<file path="src/rtl/regfile_write_arbiter.sv">
// regfile_write_arbiter
//   Shares the single register-file write port between the pipeline write-back
//   stage (WB) and the DMA engine. WB has priority. A DMA request blocked for
//   MAX_WAIT consecutive cycles forces a one-cycle pipeline stall so the DMA
//   can take the port.
//
// Handshake: dma_req is held with dma_wrA/dma_wrD until dma_gnt is seen high
//   in the same cycle; that cycle is the transfer. WB has no acknowledge: a WB
//   request not taken while stall_out=1 is re-presented by the frozen pipeline.
//
// Ports
//   clk, rst               clock, synchronous active-high reset
//   wb_regW/wb_wrA/wb_wrD  WB write request, address, data
//   dma_req/dma_wrA/dma_wrD DMA write request, address, data
//   dma_gnt                combinational, DMA write accepted this cycle
//   stall_out              decoded from state register, high only in FORCE
//   rf_regW/rf_wrA/rf_wrD  registered register-file write port (1-cycle latency)
//   dma_wr_cnt, force_cnt  saturating statistics counters
//   state_dbg              current FSM state (0=IDLE, 1=WAIT, 2=FORCE)
module regfile_write_arbiter #(
  parameter int MAX_WAIT = 4,
  parameter int CNT_W    = 16
) (
  input  logic             clk,
  input  logic             rst,
  input  logic             wb_regW,
  input  logic [4:0]       wb_wrA,
  input  logic [31:0]      wb_wrD,
  input  logic             dma_req,
  input  logic [4:0]       dma_wrA,
  input  logic [31:0]      dma_wrD,
  output logic             dma_gnt,
  output logic             stall_out,
  output logic             rf_regW,
  output logic [4:0]       rf_wrA,
  output logic [31:0]      rf_wrD,
  output logic [CNT_W-1:0] dma_wr_cnt,
  output logic [CNT_W-1:0] force_cnt,
  output logic [1:0]       state_dbg
);

  typedef enum logic [1:0] {
    IDLE  = 2'd0,
    WAIT  = 2'd1,
    FORCE = 2'd2
  } state_t;

  localparam logic [3:0] MAX_WAIT_C = 4'(MAX_WAIT);

  state_t     state_q, state_d;
  logic [3:0] wait_q, wait_d;
  logic [3:0] wait_inc;
  logic       win_wb;
  logic       win_dma;

  assign wait_inc = wait_q + 4'd1;

  // Winner selection. In FORCE only the DMA may write; if it has dropped its
  // request the port stays idle for that cycle. A reset cycle never grants,
  // so a pending DMA request is dropped without acknowledgement.
  always_comb begin
    win_wb  = 1'b0;
    win_dma = 1'b0;
    if (!rst) begin
      if (state_q == FORCE) begin
        win_dma = dma_req;
      end else if (wb_regW) begin
        win_wb = 1'b1;
      end else begin
        win_dma = dma_req;
      end
    end
  end

  always_comb begin
    state_d = state_q;
    wait_d  = wait_q;
    case (state_q)
      IDLE: begin
        if (dma_req && wb_regW) begin
          if (MAX_WAIT_C == 4'd1) begin
            state_d = FORCE;
            wait_d  = 4'd0;
          end else begin
            state_d = WAIT;
            wait_d  = 4'd1;
          end
        end
      end
      WAIT: begin
        if (!dma_req || !wb_regW) begin
          // Either the DMA was granted or it withdrew its request.
          state_d = IDLE;
          wait_d  = 4'd0;
        end else if (wait_inc == MAX_WAIT_C) begin
          state_d = FORCE;
          wait_d  = 4'd0;
        end else begin
          wait_d = wait_inc;
        end
      end
      FORCE: begin
        state_d = IDLE;
        wait_d  = 4'd0;
      end
      default: begin
        state_d = IDLE;
        wait_d  = 4'd0;
      end
    endcase
  end

  always_ff @(posedge clk) begin
    if (rst) begin
      state_q    <= IDLE;
      wait_q     <= 4'd0;
      rf_regW    <= 1'b0;
      rf_wrA     <= 5'd0;
      rf_wrD     <= 32'd0;
      dma_wr_cnt <= '0;
      force_cnt  <= '0;
    end else begin
      state_q <= state_d;
      wait_q  <= wait_d;
      rf_regW <= win_wb | win_dma;
      // Address 0 is forwarded unchanged; the register file discards it.
      if (win_wb) begin
        rf_wrA <= wb_wrA;
        rf_wrD <= wb_wrD;
      end else if (win_dma) begin
        rf_wrA <= dma_wrA;
        rf_wrD <= dma_wrD;
      end else begin
        rf_wrA <= 5'd0;
        rf_wrD <= 32'd0;
      end
      if (win_dma && (dma_wr_cnt != {CNT_W{1'b1}})) begin
        dma_wr_cnt <= dma_wr_cnt + 1'b1;
      end
      if ((state_q == FORCE) && (force_cnt != {CNT_W{1'b1}})) begin
        force_cnt <= force_cnt + 1'b1;
      end
    end
  end

  assign dma_gnt   = win_dma;
  assign stall_out = (state_q == FORCE);
  assign state_dbg = state_q;

endmodule
</file>
<file path="config.mk">
export PLATFORM = sky130hd
export DESIGN_NAME = regfile_write_arbiter
export DESIGN_NICKNAME = d
export VERILOG_FILES = /design/src/rtl/regfile_write_arbiter.sv
export SDC_FILE = /design/constraint.sdc
export NUM_CORES = 1
export LEC_CHECK = 0
export CAP_MARGIN = 40
export CORE_MARGIN = 2
export CORE_UTILIZATION = 41
export DETAILED_ROUTE_END_ITERATION = 8
export PLACE_DENSITY = 0.88
export SYNTH_ARGS = -nofsm -noshare
export SYNTH_HDL_FRONTEND = slang
export SYNTH_SLANG_ARGS = --single-unit
</file>
<file path="constraint.sdc">
create_clock -name clk -period 2.85 [get_ports clk]
set_input_delay 0.855 -clock clk [delete_from_list [all_inputs] [get_ports clk]]
set_output_delay 0.855 -clock clk [all_outputs]
set_load 0.05 [all_outputs]
</file>
==> impl_metrics.json <==
{
  "status": "finished clean",
  "place_ws_ps": -95.0,
  "hp-class": "flip-flop to flip-flop",
  "vias": 3335,
  "drt_iter0_markers": 220,
  "finalPower_mw": 2.38,
  "wl_mm": 10.3,
  "syn_inst": 338,
  "antenna_found_initial": 0,
  "firstDrtPassIters": 6,
  "syn-num-nets": 420,
  "cp.required_ps": 2000,
  "ys_ff_latch": 76,
  "synth.cell_area_um2": 3250,
  "grt_util_all_layers_pct": 22.8,
  "grt_pass1_wl_mm": 15.4,
  "fin_crit_ps": 2810,
  "setup_tns_ps": 0,
  "leakagePower_nw": 1.83,
  "cp_max_fo": 5,
  "initial_core_util_pct": 42.2,
  "max_stage_delay_ps": 550,
  "crit_slowest_cell": "clkdlybuf4s50_1",
  "drv_slew": 0,
  "seq_area_frac_synth_pct": 46.9,
  "place_congestion": 0.908,
  "io-pin-count": 152,
  "synthArstFlopShare_pct": 0,
  "setup_slack_ps": 35.4,
  "drive_gt1_share_pct": 9.66,
  "fmaxAchievable_mhz": 355,
  "critPathLaunchType": "primary input",
  "cts_buffers": 9,
  "irDropWorstVdd_uv": 334,
  "fin_skew_ps": 16.1,
  "fillCellCount": 603,
  "clockBufferDepth": 2,
  "cap_violations": 0,
  "fin_nets": 574,
  "core_um2": 7690,
  "hold_viol": 0,
  "drc": 0,
  "avgSynthCellArea_um2": 9.61,
  "diodes": 0,
  "tightestPinTransition_ps": 744,
  "grt-ovfl-total": 0,
  "rsz0062_at_grt": "no",
  "routedWlPerCell_um": 17.3,
  "endpoint_kind": "output port",
  "cp.arrival_ps": 1960,
  "die_x_um": 93.0,
  "root_buffer": "clkbuf_8",
  "finalSetupViolCount": 0,
  "dieArea_um2": 8650,
  "die_h_um": 93.0,
  "ant_nets": 0,
  "relSlewSlack_pct": 50.0,
  "ctsHoldBuffers": 0,
  "power_density_nw_per_um2": 465,
  "ys_warn_count": 0,
  "grt_max_degree": 51,
  "final_common_cell": "clkdlybuf4s50_1",
  "viasPerCell": 5.57,
  "cts_tree": "built",
  "path_cells": "clkdlybuf4s50_1 -> nor2b_4 -> o21ai_1 -> inv_2 -> buf_12",
  "io_buffers": 151,
  "synth-edff-count": 0,
  "synth_ff_type": "dfxtp_1",
  "num_rows": 32,
  "clkTransAtPathRegs_ps": 70,
  "path_class": "primary input to output port",
  "clkLatencyLatePin_ps": 360,
  "netlist-cell-type-count": 42,
  "dp_hpwl_mm": 7.62,
  "grt_pass1_vias": 2989,
  "final_cell_mix": "clkdlybuf4s50_1, dfxtp_1, a22o_1",
  "area_growth_pct": 57.5,
  "timing.final.crit_share_pct": 98.8,
  "hold_ws_ps": 512,
  "h-tree-depth": 3,
  "cts.sinks": 76
}
-- cells by family after synthesis --
group	Yosys count	share of synthesized area [%]
simple gates	118	19.8
mux	18	6.17
flops	76	46.9
fa+ha+maj	4	1.54
compound gates	96	22.5
buf+inv	26	3.12
-- synthesized netlist by cell type, drive strengths merged (3+ instances only) --
library cell,number,area (um^2)
a211oi,10,75.1
a21oi,17,85.1
a22o,37,324
a31oi,3,18.8
a41oi,4,35.0
and3,4,25.0
and4,5,43.8
buf,3,15.0
clkbuf,13,48.8
dfxtp,76,1520
ha,4,50.1
inv,10,37.5
mux2,16,180
nand2,21,78.8
nand2b,4,25.0
nand3,10,50.1
nand4,9,56.3
nor2,22,82.6
nor2b,15,93.8
nor3,7,35.0
nor4,6,43.8
o21ai,5,25.0
o31ai,3,22.5
o41ai,3,26.3
or3,6,37.5
or4,5,37.5
-- worst paths after layout --
kind | startpoint | end | slack, ps | depth (start not counted)
setup / recovery | dma_req | dma_gnt | 40 | 5
hold / removal | state_dbg[0] | state_dbg[0] | 510 | 1
setup reg to reg | dma_wr_cnt[0] | dma_wr_cnt[8] | 750 | 6
hold reg to reg | state_dbg[0] | state_dbg[0] | 510 | 1
-- registers in the layout, summed over array words and instances, names as in the netlist --
register	flops
dma_wr_cnt	16
wait_q	4
rf_regW	1
rf_wrA	5
rf_wrD	32
state_dbg	2
force_cnt	16
-- cell type report --
type	instances	area (um^2)	area share, %
tap	102	128	2.50
inverter	10	41.3	0.808
multi-input combinational	236	1630	32.0
sequential	76	1520	29.8
clock buffer	10	138	2.69
timing repair buffer	159	1580	30.9
clock inverter	6	70.1	1.37
-- report_power, final --
part | internal, mW | switching, mW
sequential | 1.10 | 0.0151
clock | 0.434 | 0.429
combinational | 0.190 | 0.213
total | 1.72 | 0.657
-- stage by stage --
step           area [um^2]  cells  utilization [%]
6_report              5110    599             66.5
3_3_place_gp          4900    583             63.7
4_1_cts               5110    599             66.5
3_5_place_dp          4900    583             63.7
2_1_floorplan         3250    338                -
5_1_grt               5110    599             66.5
-- metal layers --
layer	share of wire (%)	up-vias	GRT usage, %
li1	-	1598	-
met1	39	1577	27.9
met2	53	139	38.7
met3	6.1	21	5.40
met4	2.3	0	9.31
met5	0	-	0
-- repair_timing --
action	in CTS	in global routing
endpoints found under the hold margin	0	0
setup endpoints to repair	1	1
setup buffers	0	0
gates resized for setup	3	1
-- critical path: cells and delay by family --
kind / cells / cell delay, ps
buf+inv: 3 / 800
compound gates: 1 / 120
simple gates: 1 / 180
No activity file was read; power rests on OpenSTA's default activity.
==> RTL change: new RTL, config.mk and constraints unchanged <==
Set the parameter `CNT_W` to 32 (it was 16).
--- a/src/rtl/regfile_write_arbiter.sv
+++ b/src/rtl/regfile_write_arbiter.sv
@@ -21,3 +21,3 @@
   parameter int MAX_WAIT = 4,
-  parameter int CNT_W    = 16
+  parameter int CNT_W    = 32
 ) (
Interface: changed (resized dma_wr_cnt and force_cnt); port bits go from 152 to 184. The function was not compared with the original's and may differ.
==> RTL change against the unedited design <==
Die area grew 43%; first-iteration DRC count increased by 35%; worst setup slack gained 64 ps; design area increased by 38%; critical path depth did not move; total power rose by 33%; sequential cell count grew 32; synthesized area rose by 45%; wire length is 39% higher; critical endpoint unchanged; highest routed layer unchanged.
==> RTL change: results (changes against the unedited design) <==
Status
The run finished with clean final reports.

Power
The worst supply voltage drop on vdd came to 0.000441 V (+32%). The leakage power figure came to 2.44 nW (+33%). The power dissipated in the clock network is 1.22 mW (+41%).

CTS
The clock root buffer is sky130_fd_sc_hd__clkbuf_16.

Place
The standard cell area after detailed placement was 6740 um2 (+38%). The number of buffers added on ports came to 183 (+21%). The worst setup slack after placement came to -6.35 ps (+88.7 ps). The final weighted congestion in routability-driven placement is 0.811 (-11%).

Routing
The detailed-route wire length per cell is 16.7 um (-3.0%). The routed via count divided by cell count is 5.69 (+2.2%). The number of DRC markers after the initial detailed-route iteration is 297 (+35%). The detailed-routing iteration count for the pre-antenna-repair pass was 4 (-2).

Finish
The share of final-layout standard cells stronger than drive strength 1 was 7.57% (-2.1 points). The post-route standard cell area excluding fillers is 7040 um2 (+38%).

Critical path
The worst reg-to-reg setup slack is 320 ps (-430 ps). The maximum fanout encountered on the critical timing path is 3 (-2). The endpoint arrival time on the critical path is 1900 ps (-60 ps). The endpoint of the lowest-slack register-to-register path is dma_wr_cnt[26]$_SDFFE_PP0P_.

Timing
The final period demand of the worst path was 2750 ps (-64.2 ps). The worst clock skew came to 6.35 ps (-9.79 ps). The actual transition at the worst max-transition pin is 786 ps (+41.3 ps).

Global route
The global-route wire length before repair was 22,500 um (+47%). The total routing resource utilization after global routing was 22.2% (-0.64 points).

Yosys
The sequential-to-total area share from yosys stat came to 45.9% (-0.94 points). Ranked by total cell area, the synthesized netlist is headed by sky130_fd_sc_hd__dfxtp_1, sky130_fd_sc_hd__a22o_1, sky130_fd_sc_hd__a21oi_1. The net count after synthesis was 606 (+44%).
-- RTL change: cell types whose count changed in the layout (fill, tap and decap cells not counted), sizes merged, moves of 8 or more --
cell / unedited run / this run
nand2: 21 / 29
xnor2: 0 / 10
nor2: 22 / 33
or3: 6 / 24
or4: 5 / 17
nand3: 10 / 27
nand4: 9 / 22
clkdlybuf4s50: 149 / 179
a21oi: 17 / 48
buf: 10 / 20
dfxtp: 76 / 108
o31ai: 3 / 17
mux2: 16 / 7
o21ai: 5 / 23
-- RTL change: kinds of logic after synthesis --
logic type	count (synthesis)	synth area share, %
xor+xnor	15	2.79
flops	108	45.9
simple gates	213	25.6
mux	7	1.67
fa+ha+maj	4	1.06
buf+inv	35	2.87
compound gates	142	20.0
-- RTL change: timing repair --
item                       4_1_cts  5_1_grt
pin swaps                        0        0
gates resized for setup          1        1
setup endpoints to repair        1        1
-- RTL change: metal layers --
| layer | track usage (%) | wire (um) | vias up |
|---|---|---|---|
| li1 | - | - | 2358 |
| met1 | 25.4 | 5930 | 2348 |
| met2 | 38.7 | 7230 | 141 |
| met3 | 7.16 | 817 | 24 |
| met4 | 8.07 | 347 | 0 |
| met5 | 0 | 0 | - |
-- RTL change: area by class of cell --
class,count,area [um2]
Timing Repair Buffer,200,1950
Multi-Input combinational cell,381,2420
Sequential cell,108,2160
Clock buffer,9,225
Inverter,8,31.3
Fill cell,947,4280
Clock inverter,7,65.1
Tap cell,143,179
-- RTL change: worst max-delay path, cell delays in order --
cell and delay [ps]:
sky130_fd_sc_hd__clkdlybuf4s50_1 480, sky130_fd_sc_hd__nand2b_1 70, sky130_fd_sc_hd__nand2b_1 180, sky130_fd_sc_hd__clkinv_2 100, sky130_fd_sc_hd__buf_4 210
